### src/rtl/bus_activity_monitor.sv
// bus_activity_monitor: watches the CPU bus request/grant/transfer handshake and
// produces registered busIdle, grantWait and transferActive qualifiers for the
// profiler, plus a wrapping count of completed transfers.
// Optional transfer watchdog: define BUS_WATCHDOG_EN to abort transfers that run
// for WATCHDOG_CYCLES cycles and pulse timeoutErr; otherwise timeoutErr is tied 0.
module bus_activity_monitor #(
  parameter int IDLE_HOLD       = 2,
  parameter int COUNT_WIDTH     = 16,
  parameter int WATCHDOG_CYCLES = 1024
) (
  input  logic                   clock,
  input  logic                   reset,
  input  logic                   request,
  input  logic                   grant,
  input  logic                   beginTransaction,
  input  logic                   endTransaction,
  input  logic                   busError,
  output logic                   busIdle,
  output logic                   grantWait,
  output logic                   transferActive,
  output logic [COUNT_WIDTH-1:0] transferCount,
  output logic                   timeoutErr
);

  typedef enum logic [1:0] {
    IDLE,
    WAIT_GRANT,
    GRANTED,
    TRANSFER
  } state_t;

  localparam logic [3:0] HOLD = 4'(IDLE_HOLD);

  state_t     state;
  state_t     state_nxt;
  logic       count_inc;
  logic       watchdog_fire;
  logic [3:0] idle_cnt;
  logic [3:0] idle_cnt_nxt;

`ifdef BUS_WATCHDOG_EN
  localparam int WD_W = (WATCHDOG_CYCLES > 2) ? $clog2(WATCHDOG_CYCLES) : 1;
  localparam logic [WD_W-1:0] WD_LAST = WD_W'(WATCHDOG_CYCLES - 1);

  logic [WD_W-1:0] wd_cnt;

  // A stalled transfer is aborted only when no end/error arrives on the same edge.
  always_comb begin
    watchdog_fire = 1'b0;
    if (state == TRANSFER && !endTransaction && !busError && wd_cnt == WD_LAST) begin
      watchdog_fire = 1'b1;
    end
  end

  // Watchdog age counts edges spent in TRANSFER and restarts on every new entry.
  always_ff @(posedge clock or negedge reset) begin
    if (!reset) begin
      wd_cnt     <= '0;
      timeoutErr <= 1'b0;
    end else begin
      timeoutErr <= watchdog_fire;
      if (state == TRANSFER && state_nxt == TRANSFER) begin
        wd_cnt <= wd_cnt + WD_W'(1);
      end else begin
        wd_cnt <= '0;
      end
    end
  end
`else
  assign watchdog_fire = 1'b0;
  assign timeoutErr    = 1'b0;
`endif

  // Next-state and completion decode for the bus handshake.
  always_comb begin
    state_nxt = state;
    count_inc = 1'b0;
    case (state)
      IDLE: begin
        if (request) begin
          state_nxt = grant ? GRANTED : WAIT_GRANT;
        end
      end
      WAIT_GRANT: begin
        if (!request) begin
          state_nxt = IDLE;
        end else if (grant) begin
          state_nxt = GRANTED;
        end
      end
      GRANTED: begin
        if (beginTransaction && endTransaction) begin
          count_inc = 1'b1;
          state_nxt = request ? GRANTED : IDLE;
        end else if (beginTransaction) begin
          state_nxt = TRANSFER;
        end else if (!request) begin
          state_nxt = IDLE;
        end
      end
      TRANSFER: begin
        if (busError) begin
          state_nxt = request ? GRANTED : IDLE;
        end else if (endTransaction) begin
          count_inc = 1'b1;
          state_nxt = request ? GRANTED : IDLE;
        end else if (watchdog_fire) begin
          state_nxt = IDLE;
        end
      end
      default: begin
        state_nxt = IDLE;
      end
    endcase
  end

  // Quiet-cycle counter saturates at the hold threshold and clears on any activity.
  always_comb begin
    idle_cnt_nxt = 4'd0;
    if (state == IDLE && !request) begin
      idle_cnt_nxt = (idle_cnt == HOLD) ? idle_cnt : idle_cnt + 4'd1;
    end
  end

  // State register with outputs registered from the next-state decode.
  always_ff @(posedge clock or negedge reset) begin
    if (!reset) begin
      state          <= IDLE;
      idle_cnt       <= 4'd0;
      busIdle        <= 1'b0;
      grantWait      <= 1'b0;
      transferActive <= 1'b0;
      transferCount  <= '0;
    end else begin
      state          <= state_nxt;
      idle_cnt       <= idle_cnt_nxt;
      busIdle        <= (idle_cnt_nxt == HOLD);
      grantWait      <= (state_nxt == WAIT_GRANT);
      transferActive <= (state_nxt == TRANSFER);
      if (count_inc) begin
        transferCount <= transferCount + COUNT_WIDTH'(1);
      end
    end
  end

endmodule

### config.mk
export PLATFORM = sky130hd
export DESIGN_NAME = bus_activity_monitor
export DESIGN_NICKNAME = d
export VERILOG_FILES = /design/src/rtl/bus_activity_monitor.sv
export SDC_FILE = /design/constraint.sdc
export NUM_CORES = 1
export LEC_CHECK = 0
export BUFFER_PORTS_ARGS = -buffer_cell sky130_fd_sc_hd__clkbuf_2
export CAP_MARGIN = 20
export CORE_MARGIN = 2
export CORE_UTILIZATION = 51
export CTS_CLUSTER_DIAMETER = 50
export DETAILED_ROUTE_END_ITERATION = 6
export PLACE_DENSITY = 0.77
export REMOVE_ABC_BUFFERS = 1
export SYNTH_ARGS = -nofsm -noshare
export SYNTH_HDL_FRONTEND = slang
export SYNTH_SLANG_ARGS = --single-unit
### constraint.sdc
create_clock -name clock -period 1.44 [get_ports clock]
set_input_delay 0.288 -clock clock [delete_from_list [all_inputs] [get_ports clock]]
set_output_delay 0.288 -clock clock [all_outputs]
set_load 0.005 [all_outputs]
==> metrics.yaml <==
yosys_most_used_dff: "dfrtp_1"
yosysTopAreaCellShare_pct: 54.47
skew_ps: 6.216
nets: 157
grt_pass1_vias: 877
worstSetupStartpointType: "register"
cts.htree.levels: 1
grt_pass1_wl_um: 3822
instances_no_fill: 174
synthTopCellsByArea: "dfrtp_1, xor2_1, xnor2_1, ha_1, nor3_1"
cts_num_sinks: 25
hold_class: "in2reg"
fin_crit_sh_pct: 102.1
synth_warnings: 0
wl_met1_um: 1075
clock.fmax_ghz: 0.6802
setup_slack_ps: -30.15
io_pins: 27
post_dp_cell_area_mm2: 0.001373
root_buffer: "clkbuf_4"
multi_input_area_um2: 595.6
outcome: "finished with violations"
cts_buffers: 3
vias_per_cell: 5.305
nFillCells: 164
path_clk_slew_ps: 130
cpPeakStageDelay_ps: 450
avgRoutedWirePerCell_um: 14.45
worstPathMaxFanout: 4
ys_ff_latch: 25
top_layer_used: "met4"
clk_path_buf_depth: 2
syn2layout_area_growth_pct: 36.06
crit_slowest_cell: "dfrtp_1"
drt-total-wl_um: 2514
initial_core_util_pct: 52.94
die_y_um: 51.46
setup_viol_count_final: 5
antenna_found_initial: 0
synth_edf_count: 0
hpwl_um: 1596
crit_required_ps: 1650
rsz0062_at_grt: "true"
async_flop_share_pct: 100.0
final_util_pct: 72.03
hold_violations: 0
p_leak_uw: 0.0007764
cp.arrival_ps: 1680
ir_drop_uv: 728.5
relSlewSlack_pct: 60.98
track_usage_pct: 19.30
die_area_mm2: 0.002648
failed_checks: "negative setup slack"
synthTopCellsByCount: "dfrtp_1, xor2_1, nand2_1, nor2_1, nor3_1"
gp_congestion: 0.8765
vias: 923
cts_tree: "done"
clkLatencyLatePin_ps: 310
power_uw: 1525
synth_seq_area_share_pct: 54.47
n_antenna_cell: 0
regArea_um2: 626.9
route.met2.wl_um: 1326
drive_gt1_share_pct: 46.58
io_buffers: 25
grt_max_degree: 26
synthCells: 101
tightest_slew_ps: 585.3
drt-pass1-iter-count: 4
power_density_mw_per_mm2: 975.6
drv_cap: 0
drt_iter0_drc: 17
ant_nets: 0
crit_chain: "and2b_2, buf_4, o211a_4, mux2_2"
die_w_um: 51.46
yosysUniqueCellTypes: 31
end_kind: "register"
synth_top_cell_by_area: "dfrtp_1"
num_rows: 17
synthMostInstantiatedCell: "dfrtp_1"
dp.cells: 163
gr-total-overflow: 0
drc: 0
wl_met3_um: 85
final_area_mm2: 0.001563
hold_ws_ps: 151.7
drv_slew: 0
core_area_mm2: 0.002170
avgSynthCellArea_um2: 11.37
period_needed_ps: 1470
path_class: "reg2reg"
syn_area_mm2: 0.001149
cell families (layout without fill, tap and decap cells):
kind of cell	Yosys count	after routing	share of synthesized area (%)
compound gates	6	7	3.921
xor+xnor	17	17	12.96
fa+ha+maj	3	3	3.268
buf+inv	6	50	2.941
flops	25	25	54.47
mux	1	1	0.9803
other cells	1	1	0.3265
simple gates	42	42	21.14
path summary, 6_finish.rpt:
path | startpoint | end | slack, ps | depth (start not counted)
max | state[0] | transferCount[1] | -30 | 4
min | grant | grantWait | 150 | 2
max reg2reg | state[0] | transferCount[1] | -30 | 4
min reg2reg | transferCount[15] | transferCount[15] | 480 | 1
max in group asynchronous | reset | transferCount[1] | 540 | 2
min in group asynchronous | reset | state[1] | 480 | 2
layout by cell type, fill, tap and decap left out, types with 2 or more instances in the layout:
master	n
clkbuf_2	25
clkbuf_4	3
xor2_1	11
xnor2_1	6
nor3_2	4
inv_1	3
nand3_1	5
nor3_1	3
ha_1	2
nand2b_1	2
buf_4	14
nand2_1	6
o211ai_4	2
dfrtp_1	24
buf_6	2
nor2_1	7
metal layers:
layer	global-route usage, %	up-vias
li1	-	430
met1	24.76	464
met4	7.018	0
met5	0	-
met3	2.632	4
met2	33.12	25
sequential cells by signal, indices dropped and copies added, names as in the netlist:
name,count
busIdle,1
transferActive,1
idle_cnt,4
transferCount,16
grantWait,1
state,2
final cells by class:
class,instances,share of cell area (%)
Sequential cell,25,40.11
Inverter,4,0.9608
Clock buffer,3,1.441
Timing Repair Buffer,42,16.81
Multi-Input combinational cell,71,38.11
Tap cell,28,2.242
Clock inverter,1,0.3203
through the flow:
stage | worst slack, ps | TNS, ps
after global routing | -75.00 | -363.5
after CTS | -17.78 | -17.78
after detailed placement | -118.9 | -330.0
final | -30.15 | -71.91
after global placement | -35.30 | -68.16
after floorplan | 31.60 | 0
power breakdown:
part           switching, uW  internal [uW]  total, uW
Clock                    202            104        306
Sequential              74.9            775        850
Combinational            166            203        369
repair_timing:
item                                    4_1_cts  5_1_grt
pin swaps                                     1        9
cloned                                        0        1
gates resized for setup                       4       22
endpoints found under the setup margin       11       14
hold endpoints to repair                     25        0
buffers inserted                              0        5
hold buffers                                  1        0
worst max-delay path: cells and delay by family, from the launching register on:
| family | cells | cell delay [ps] |
|---|---|---|
| AND/OR/NAND/NOR | 1 | 260 |
| buffers and inverters | 1 | 150 |
| AO/OA/AOI/OAI | 1 | 240 |
| flip-flops | 1 | 450 |
| multiplexers | 1 | 270 |
Note: power is estimated with default switching activity, not from simulation.
